### config.mk
export PLATFORM = sky130hd
export DESIGN_NAME = rsa_modexp
export DESIGN_NICKNAME = d
export VERILOG_FILES = /design/src/rtl/rsa_pkg.sv /design/src/rtl/rsa_modexp_mod_mult.sv /design/src/rtl/rsa_modexp.sv
export SDC_FILE = /design/constraint.sdc
export NUM_CORES = 1
export LEC_CHECK = 0
export CELL_PAD_IN_SITES_DETAIL_PLACEMENT = 0
export CELL_PAD_IN_SITES_GLOBAL_PLACEMENT = 1
export CORE_AREA = 3 3 177 265
export DETAILED_ROUTE_END_ITERATION = 7
export DIE_AREA = 0 0 180 268
export PLACE_DENSITY_LB_ADDON = 0.1
export RECOVER_POWER = 25
export SLEW_MARGIN = 30
export SYNTH_ARGS = -nofsm -noshare
export SYNTH_HDL_FRONTEND = slang
export SYNTH_SLANG_ARGS = --single-unit
### constraint.sdc
create_clock -name clk -period 9.62 [get_ports clk]
set_input_delay 1.443 -clock clk [delete_from_list [all_inputs] [get_ports clk]]
set_output_delay 1.443 -clock clk [all_outputs]
set_load 0.02 [all_outputs]
### src/rtl/rsa_pkg.sv
// Shared types for the RSA modular exponentiation block: operand widths and
// the top-level sequencer states.
package rsa_pkg;

  localparam int DEF_WORD_WIDTH = 32;

  typedef logic [DEF_WORD_WIDTH-1:0] word_t;

  // Two guard bits: holds 2*acc + a (< 3*N) without overflow
  typedef logic [DEF_WORD_WIDTH+1:0] wide_t;

  typedef enum logic [2:0] {
    IDLE,
    CHECK,
    REDUCE,
    SQUARE,
    MULT,
    FIN
  } state_t;

endpackage

### src/rtl/rsa_modexp_mod_mult.sv
// Bit-serial interleaved modular multiplier: p = a*b mod N, scanning b MSB
// first. Requires a < N; b is unrestricted. done follows start by WIDTH+1 cycles.
module mod_mult import rsa_pkg::*; #(
  parameter int WORD_WIDTH = DEF_WORD_WIDTH
) (
  input  logic                  clk,
  input  logic                  rst,
  input  logic                  start,
  input  logic [WORD_WIDTH-1:0] a,
  input  logic [WORD_WIDTH-1:0] b,
  input  logic [WORD_WIDTH-1:0] N,
  output logic                  done,
  output logic [WORD_WIDTH-1:0] p
);

  localparam int CW = $clog2(WORD_WIDTH);

  logic [WORD_WIDTH-1:0] aReg, bReg, nReg, acc;
  logic [CW-1:0]         cnt;
  logic                  running;

  logic [WORD_WIDTH+1:0] nWide, doubled, reduced, added;
  logic [WORD_WIDTH-1:0] nextAcc;

  // acc < N keeps every intermediate below 3*N, inside WIDTH+2 bits
  always_comb begin
    nWide   = {2'b00, nReg};
    doubled = {1'b0, acc, 1'b0};
    reduced = (doubled >= nWide) ? (doubled - nWide) : doubled;
    added   = reduced + (bReg[WORD_WIDTH-1] ? {2'b00, aReg} : '0);
    nextAcc = WORD_WIDTH'((added >= nWide) ? (added - nWide) : added);
  end

  always_ff @(posedge clk or negedge rst) begin
    if (!rst) begin
      aReg    <= '0;
      bReg    <= '0;
      nReg    <= '0;
      acc     <= '0;
      cnt     <= '0;
      running <= 1'b0;
      done    <= 1'b0;
    end else if (start) begin
      aReg    <= a;
      bReg    <= b;
      nReg    <= N;
      acc     <= '0;
      cnt     <= '0;
      running <= 1'b1;
      done    <= 1'b0;
    end else if (running) begin
      acc  <= nextAcc;
      bReg <= bReg << 1;
      cnt  <= cnt + CW'(1);
      if (cnt == CW'(WORD_WIDTH-1)) begin
        running <= 1'b0;
        done    <= 1'b1;
      end
    end else begin
      done <= 1'b0;
    end
  end

  assign p = acc;

endmodule

### src/rtl/rsa_modexp.sv
// Constant-time left-to-right square-and-multiply: result = msg^exp mod N.
// Every exponent bit costs one square and one multiply regardless of its value.
module rsa_modexp import rsa_pkg::*; #(
  parameter int WORD_WIDTH = DEF_WORD_WIDTH
) (
  input  logic                  clk,
  input  logic                  rst,
  input  logic                  start,
  input  logic [WORD_WIDTH-1:0] msg,
  input  logic [WORD_WIDTH-1:0] exp,
  input  logic [WORD_WIDTH-1:0] N,
  output logic                  busy,
  output logic                  done,
  output logic                  err,
  output logic [WORD_WIDTH-1:0] result
);

  localparam int IW = $clog2(WORD_WIDTH);

  state_t state, stateNext;

  logic [WORD_WIDTH-1:0] msgReg, expReg, nReg, acc, base;
  logic [IW-1:0]         bitIdx;
  logic                  opStart;
  logic                  nSmall;

  logic [WORD_WIDTH-1:0] mmA, mmB, mmP;
  logic                  mmDone;

  assign nSmall = (nReg <= WORD_WIDTH'(1));

  // REDUCE computes 1*msg mod N; SQUARE and MULT reuse acc as the a operand
  always_comb begin
    mmA = acc;
    mmB = base;
    if (state == REDUCE) begin
      mmA = WORD_WIDTH'(1);
      mmB = msgReg;
    end else if (state == SQUARE) begin
      mmB = acc;
    end
  end

  mod_mult #(.WORD_WIDTH(WORD_WIDTH)) u_mod_mult (
    .clk   (clk),
    .rst   (rst),
    .start (opStart),
    .a     (mmA),
    .b     (mmB),
    .N     (nReg),
    .done  (mmDone),
    .p     (mmP)
  );

  // opStart fires on the first cycle of each multiplier state
  always_ff @(posedge clk or negedge rst) begin
    if (!rst) begin
      state   <= IDLE;
      opStart <= 1'b0;
    end else begin
      state   <= stateNext;
      opStart <= (stateNext != state) &&
                 (stateNext == REDUCE || stateNext == SQUARE || stateNext == MULT);
    end
  end

  always_comb begin
    stateNext = state;
    busy      = 1'b0;
    done      = 1'b0;
    case (state)
      IDLE:   if (start) stateNext = CHECK;
      CHECK: begin
        busy      = 1'b1;
        stateNext = nSmall ? FIN : REDUCE;
      end
      REDUCE: begin
        busy = 1'b1;
        if (mmDone) stateNext = SQUARE;
      end
      SQUARE: begin
        busy = 1'b1;
        if (mmDone) stateNext = MULT;
      end
      MULT: begin
        busy = 1'b1;
        if (mmDone) stateNext = (bitIdx == '0) ? FIN : SQUARE;
      end
      FIN: begin
        done      = 1'b1;
        stateNext = IDLE;
      end
      default: stateNext = IDLE;
    endcase
  end

  // The MULT product is always computed; the exponent bit only selects whether it is kept
  always_ff @(posedge clk or negedge rst) begin
    if (!rst) begin
      msgReg <= '0;
      expReg <= '0;
      nReg   <= '0;
      acc    <= '0;
      base   <= '0;
      bitIdx <= '0;
      err    <= 1'b0;
      result <= '0;
    end else begin
      case (state)
        IDLE: if (start) begin
          msgReg <= msg;
          expReg <= exp;
          nReg   <= N;
          err    <= 1'b0;
        end
        CHECK: begin
          if (nSmall) begin
            result <= '0;
            err    <= (nReg == '0);
          end else begin
            acc    <= WORD_WIDTH'(1);
            bitIdx <= IW'(WORD_WIDTH-1);
          end
        end
        REDUCE: if (mmDone) base <= mmP;
        SQUARE: if (mmDone) acc <= mmP;
        MULT: if (mmDone) begin
          if (expReg[bitIdx]) acc <= mmP;
          if (bitIdx == '0) result <= expReg[bitIdx] ? mmP : acc;
          else bitIdx <= bitIdx - IW'(1);
        end
        default: ;
      endcase
    end
  end

endmodule
* Yosys cells after proc, flatten, opt, wreduce, memory -nomap -nowiden
Index checks and enable logic that the tools add are counted.
** Word-level totals
- Output and inout port bits :: 35
- Input bits :: 99
- Bits in registers :: 337
- Logic and storage cells :: 106
** Cells by class
- Multiplexer cells :: 45
- Add/subtract/negate cells :: 5
- Equal/unequal tests :: 18
- Reductions and logical operators :: 17
- $lt $le $gt $ge :: 4
** Operators by type and width (count)
- 32-bit 2-to-1 mux :: 16
- 32-bit one-hot mux with 3 select lines :: 1
- 32-bit one-hot mux with 2 select lines :: 1
- 34-bit by 32-bit adder with 34-bit output :: 1
- 34-bit by 32-bit greater-or-equal comparator with 1-bit output :: 1
- 34-bit 2-to-1 mux :: 1
- 33-bit by 32-bit subtractor with 34-bit output :: 1
- 33-bit by 32-bit greater-or-equal comparator with 1-bit output :: 1
- 32-bit by 1-bit <= comparator with 1-bit output (second input constant) :: 1
- 32-bit logical NOT :: 1
- 32-bit subtractor :: 1
- 5-bit 2-to-1 mux :: 5
- 3-bit 2-to-1 mux :: 6
- 3-bit one-hot mux with 5 select lines :: 1
- 3-bit by 2-bit equality test with 1-bit output (second input constant) :: 4
- 4-bit AND reduction :: 3
- 1-bit 2-to-1 mux :: 11
- 2-bit inequality test (second input constant) :: 5
- 5-bit one-hot mux with 2 select lines :: 1
- 3-bit equality test (second input constant) :: 3
- 5-bit by 6-bit < comparator with 1-bit output (second input constant) :: 1
- 2-bit nonzero test :: 3
- 5-bit by 1-bit adder with 5-bit output (second input constant) :: 1
- 1-bit binary-select mux with 5-bit select :: 1
- 15 further kinds :: 18

* Logic depth before layout (Yosys ltp)
- Depth in word-level cells :: 8
- Depth in mapped cells :: 37
- Depth with buffers taken out :: 34

* Modules after synthesis
A second synthesis with hierarchy kept.
** Unflattened totals
- Cells, all modules :: 2075
- Area, all modules :: 20452.1 µm²
** By module, submodules not included
- mod_mult :: cells an instance 1327, seq. area each 3378.2 µm², instances 1, area an instance 11180.7 µm²
- rsa_modexp :: cells an instance 748, seq. area each 5054.8 µm², instances 1, area an instance 9271.4 µm²

* Least setup slack after synthesis
No wires, ideal clock.
- Path type :: register to register
- Start :: reg u_mod_mult.acc[10], in the netlist u_mod_mult.p[10]
- End :: reg u_mod_mult.acc[26], in the netlist u_mod_mult.p[26]
- Stages on the path, launching flop included :: 36
- Buffers on the path :: 4
- Arrival time :: 7148 ps
- Library setup time :: 94 ps
- Setup slack :: 2379 ps
- Clock period less this slack :: 7241 ps
- Data required time :: 9526 ps
- Cells stage by stage :: dfrtp_1 -> ha_1 -> buf_2 -> a21o_1 -> a31oi_1 -> and3_1 -> and3_1 -> nor2_1 -> a41oi_4 -> clkbuf_1 -> nor2_1 -> ha_1 -> fa_1 -> a21o_1 -> a221oi_4 -> o21bai_2 -> a21boi_0 -> o21bai_1 -> a21oi_1 -> o21bai_1 -> a21oi_1 -> xnor2_1 -> ha_1 -> o21a_1 -> nor2_1 -> a21oi_1 -> a21oi_1 -> o21ai_1 -> a221oi_1 -> a21oi_1 -> or3_4 -> o21a_1 -> buf_6 -> buf_12 -> mux2i_1 -> a211oi_1
** On the way
- Word-level cells in the longest chain between the ends :: 7
- Elaborated cells between the ends (all ways) :: 9
- Those cells by class :: add/sub (3); order compare (2); mux (4)
** Ends and longest elaborated chain
- start: declaration :: line rsa_modexp_mod_mult.sv:18 : logic [WORD_WIDTH-1:0] aReg, bReg, nReg, acc;
- start signal: assignment :: line rsa_modexp_mod_mult.sv:52 : acc <= nextAcc;
- 33-bit by 32-bit subtractor with 34-bit output or 33-bit by 32-bit greater-or-equal comparator with 1-bit output (tied branches) :: line rsa_modexp_mod_mult.sv:29 : reduced = (doubled >= nWide) ? (doubled - nWide) : doubled;
- 34-bit 2-to-1 mux (*) :: line rsa_modexp_mod_mult.sv:29
- 34-bit by 32-bit adder with 34-bit output (*) :: line rsa_modexp_mod_mult.sv:30 : added = reduced + (bReg[WORD_WIDTH-1] ? {2'b00, aReg} : '0);
- 32-bit subtractor or 34-bit by 32-bit greater-or-equal comparator with 1-bit output (tied branches) :: line rsa_modexp_mod_mult.sv:31 : nextAcc = WORD_WIDTH'((added >= nWide) ? (added - nWide) : added);
- 32-bit 2-to-1 mux (*) :: line rsa_modexp_mod_mult.sv:31
- 32-bit 2-to-1 mux (*) :: line rsa_modexp_mod_mult.sv:51 : end else if (running) begin
- 32-bit 2-to-1 mux (*) :: line rsa_modexp_mod_mult.sv:43 : end else if (start) begin
Every way passes the cells marked *; elsewhere a longest branch is shown, timed or not. The select of a mux whose other input is x is not followed.
A chain may end at the register's enable or synchronous reset.

* Worst setup path in the final report
- Start :: reg u_mod_mult.acc[10], in the netlist u_mod_mult.p[10]
- End :: reg u_mod_mult.acc[14], in the netlist u_mod_mult.p[14]
The elaborated chain is that of the path after synthesis.

==> impl_results.md <==
- Setup slack after layout: 674 ps
- Final WL: 58300 um
- Avg Vias per Cell: 5.65
- H-tree depth: 2
- Final slew viol count: 383
- Sum of negative setup slack: 0 ps
- Crit start category: register
- Latest clock arrival within the worst-skew pair: 550 ps
- Max-Cap Viols: 6
- Met3 WL: 2080 um
- Max Freq: 112 MHz
- Slew HR: -2.62
- Area contributors post-synth: dfrtp_1, mux2_2, ha_1, mux2i_1, nand2_1
- Status: complete, but fails checks
- IO Count: 134
- Nature of the critical path endpoint: register
- Via count: 15400
- Ys async rst share: 1.00
- Vias in the first global route: 15900
- Setup Viol. Count Final: 0
- Drt wl/cell: 21.4 um
- FF-to-FF path depth: 33
- Crit path kind: reg2reg
- CTS tree: yes
- Post-Syn Instances: 2033
- YS warnings: 0
- Post-route cell area: 0.0231 sq mm
- Port Buf Inserts: 133
- Drc violations: 0
- Synth Register Bits: 337
- DR top layer: met4
- Top_reg_cell synth: dfrtp_1
- Actual slew at the worst max-slew pin: 5430 ps
- Antenna violations before repair: 1
- Syn Area/Cell: 9.85 sq um
- R2r startpoint: u_mod_mult.p[10]$_DFFE_PN0P_
- Yosys top cell area share: 0.421
- Met2 Wirelength: 28200 um
- HP Class: reg2reg
- Post-DP HPWL: 42500 um
- Syn Nets: 2234
- Nets@finish: 2319
- Largest net degree at the start of global routing: 98
- Worst reg2reg endpoint: u_mod_mult.p[14]$_DFFE_PN0P_
- Worst Path Required: 10030 ps
- CP max stage cell: a221oi_1
- N_diodes: 0
- Register area share after synthesis: 0.421
- Clk sinks: 337
- Pre-CTS WS: 864 ps
- Initial DRT Pass Iterations: 5
- Gpl congestion: 0.873
- Placed Area: 0.0218 sq mm
- Post-synth top area cell: dfrtp_1
- Hold EP: result[22]$_DFFE_PN0P_
- Gr usage total: 0.240
- Share of cells above drive strength 1: 0.111
- Critical path's most frequent cell: a21oi_1
- Starting density of the core: 0.447
- PostCTS Resize Cnt: 0
- Failing checks: capacitance limit, slew limit
- Detail Route Antenna Nets: 0
- Worst reg-to-reg setup slack: 670 ps
- Die width: 180 um
- Row count: 95
- Root Buffer: clkbuf_16
- Worst-path clk slew: 60 ps
- Number of synthesized flops with an enable pin: 0
- Crit path largest cell delay: 580 ps
- First-pass GRT wire length: 92200 um
- Initial DRC count: 838
- Crit-path max FO: 49
- Min Tclk post-route: 8950 ps
- Post-CTS Setup Inserts: 0
- Fin crit share: 0.930
- CTS Buf Count: 38
- Total gr overflow: 0
- Hold Fails Final Rpt: 0
- Worst-case clock skew: 21.9 ps
- Clock buffer depth: 3
- Die ar.: 0.0482 sq mm
- Area Overhead vs Synth: 15.2%
- Hold path depth: 2
- Post-synthesis cell type count: 82
- Std-Cell Core Area: 0.0448 sq mm
- Mapped Area: 0.0200 sq mm
- Critical Path AT: 9360 ps
- Hold_sp: result[22]$_DFFE_PN0P_
- RSZ-0062 raised after global routing: no
- Metal1 wirelength: 26600 um
- Die Y: 268 um
- Hold Buf Count CTS: 0
[area by class of cell]
cell class                      instances  area, sq um
Sequential cell                       337         8440
Clock inverter                         12          179
Tap cell                              582          728
Timing Repair Buffer                  152         1470
Multi-Input combinational cell       1485        10800
Inverter                              104          390
Clock buffer                           54         1100
Fill cell                            4164        21700
[critical path: cells and delay by family, from the launching register on]
family,cells,cell delay (ps)
buf+inv,2,630
simple gates,6,1160
xor+xnor,1,210
flops,1,450
mux,1,140
compound gates,19,4800
fa+ha+maj,4,1410
[logic make-up (layout without fill, tap and decap cells)]
group | after synthesis | after routing | share of synthesized area
compound gates | 539 | 539 | 0.173
simple gates | 490 | 490 | 0.112
flops | 337 | 337 | 0.421
mux | 263 | 263 | 0.146
buf+inv | 211 | 322 | 0.0426
fa+ha+maj | 102 | 102 | 0.0649
xor+xnor | 91 | 91 | 0.0398
[routing by layer]
layer | up-vias | GRT usage
met4 | 0 | 0.0634
met3 | 71 | 0.0276
met1 | 7611 | 0.325
met5 | - | 0
met2 | 299 | 0.412
li1 | 7420 | -
[worst max path at each step]
stage / startpoint / to / slack [ps]
global route: u_mod_mult.p[10]$_DFFE_PN0P_ / u_mod_mult.p[4]$_DFFE_PN0P_ / 90
floorplan: u_mod_mult.p[10]$_DFFE_PN0P_ / u_mod_mult.p[26]$_DFFE_PN0P_ / 2380
CTS: u_mod_mult.p[10]$_DFFE_PN0P_ / u_mod_mult.p[14]$_DFFE_PN0P_ / 820
finish: u_mod_mult.p[10]$_DFFE_PN0P_ / u_mod_mult.p[14]$_DFFE_PN0P_ / 670
detailed placement: u_mod_mult.p[10]$_DFFE_PN0P_ / u_mod_mult.p[14]$_DFFE_PN0P_ / 860
global placement: u_mod_mult.p[10]$_DFFE_PN0P_ / u_mod_mult.p[10]$_DFFE_PN0P_ / 1070
[cell usage in the layout (no fill, tap or decap), drive strengths merged, types with 19 or more instances in the layout]
cell           Yosys  layout
xnor2             63      63
a22o              32      32
a21oi             99      99
dfrtp            337     337
mux2             130     130
and2              39      39
nand2            229     229
nor2              97      97
clkdlybuf4s50      0     132
mux2i            123     123
xor2              28      28
a211oi            33      33
inv              104     108
nand4             19      19
clkbuf            81      59
o21ai            202     202
o211ai            38      38
ha                99      99
a21o              40      40
nand3             23      23
[Yosys cell counts (all sizes together) (4+ instances only)]
cell    count
a211oi     33
a21boi      4
a21o       40
a21oi      99
a221oi      6
a22o       32
a311oi      7
a31oi      12
and2       39
and3       15
buf        26
clkbuf     81
dfrtp     337
ha         99
inv       104
mux2      130
mux2i     123
mux4       10
nand2     229
nand2b     15
nand3      23
nand4      19
nor2       97
nor2b      11
nor3       11
nor4       11
o211ai     38
o21a       12
o21ai     202
o21bai     18
o311ai      4
o31ai       5
or3         5
xnor2      63
xor2       28
[stage by stage]
stage / std cells / utilization / hold slack [ps]
5_1_grt: 2726 / 0.515 / 507
3_5_place_dp: 2660 / 0.487 / 474
6_report: 2726 / 0.515 / 481
3_3_place_gp: 2660 / 0.487 / 464
4_1_cts: 2726 / 0.516 / 488
2_1_floorplan: 2033 / - / 444
Power is left out: the tool's default activity adds up to more than one toggle a clock period on the data nets, which glitch-free logic cannot reach.
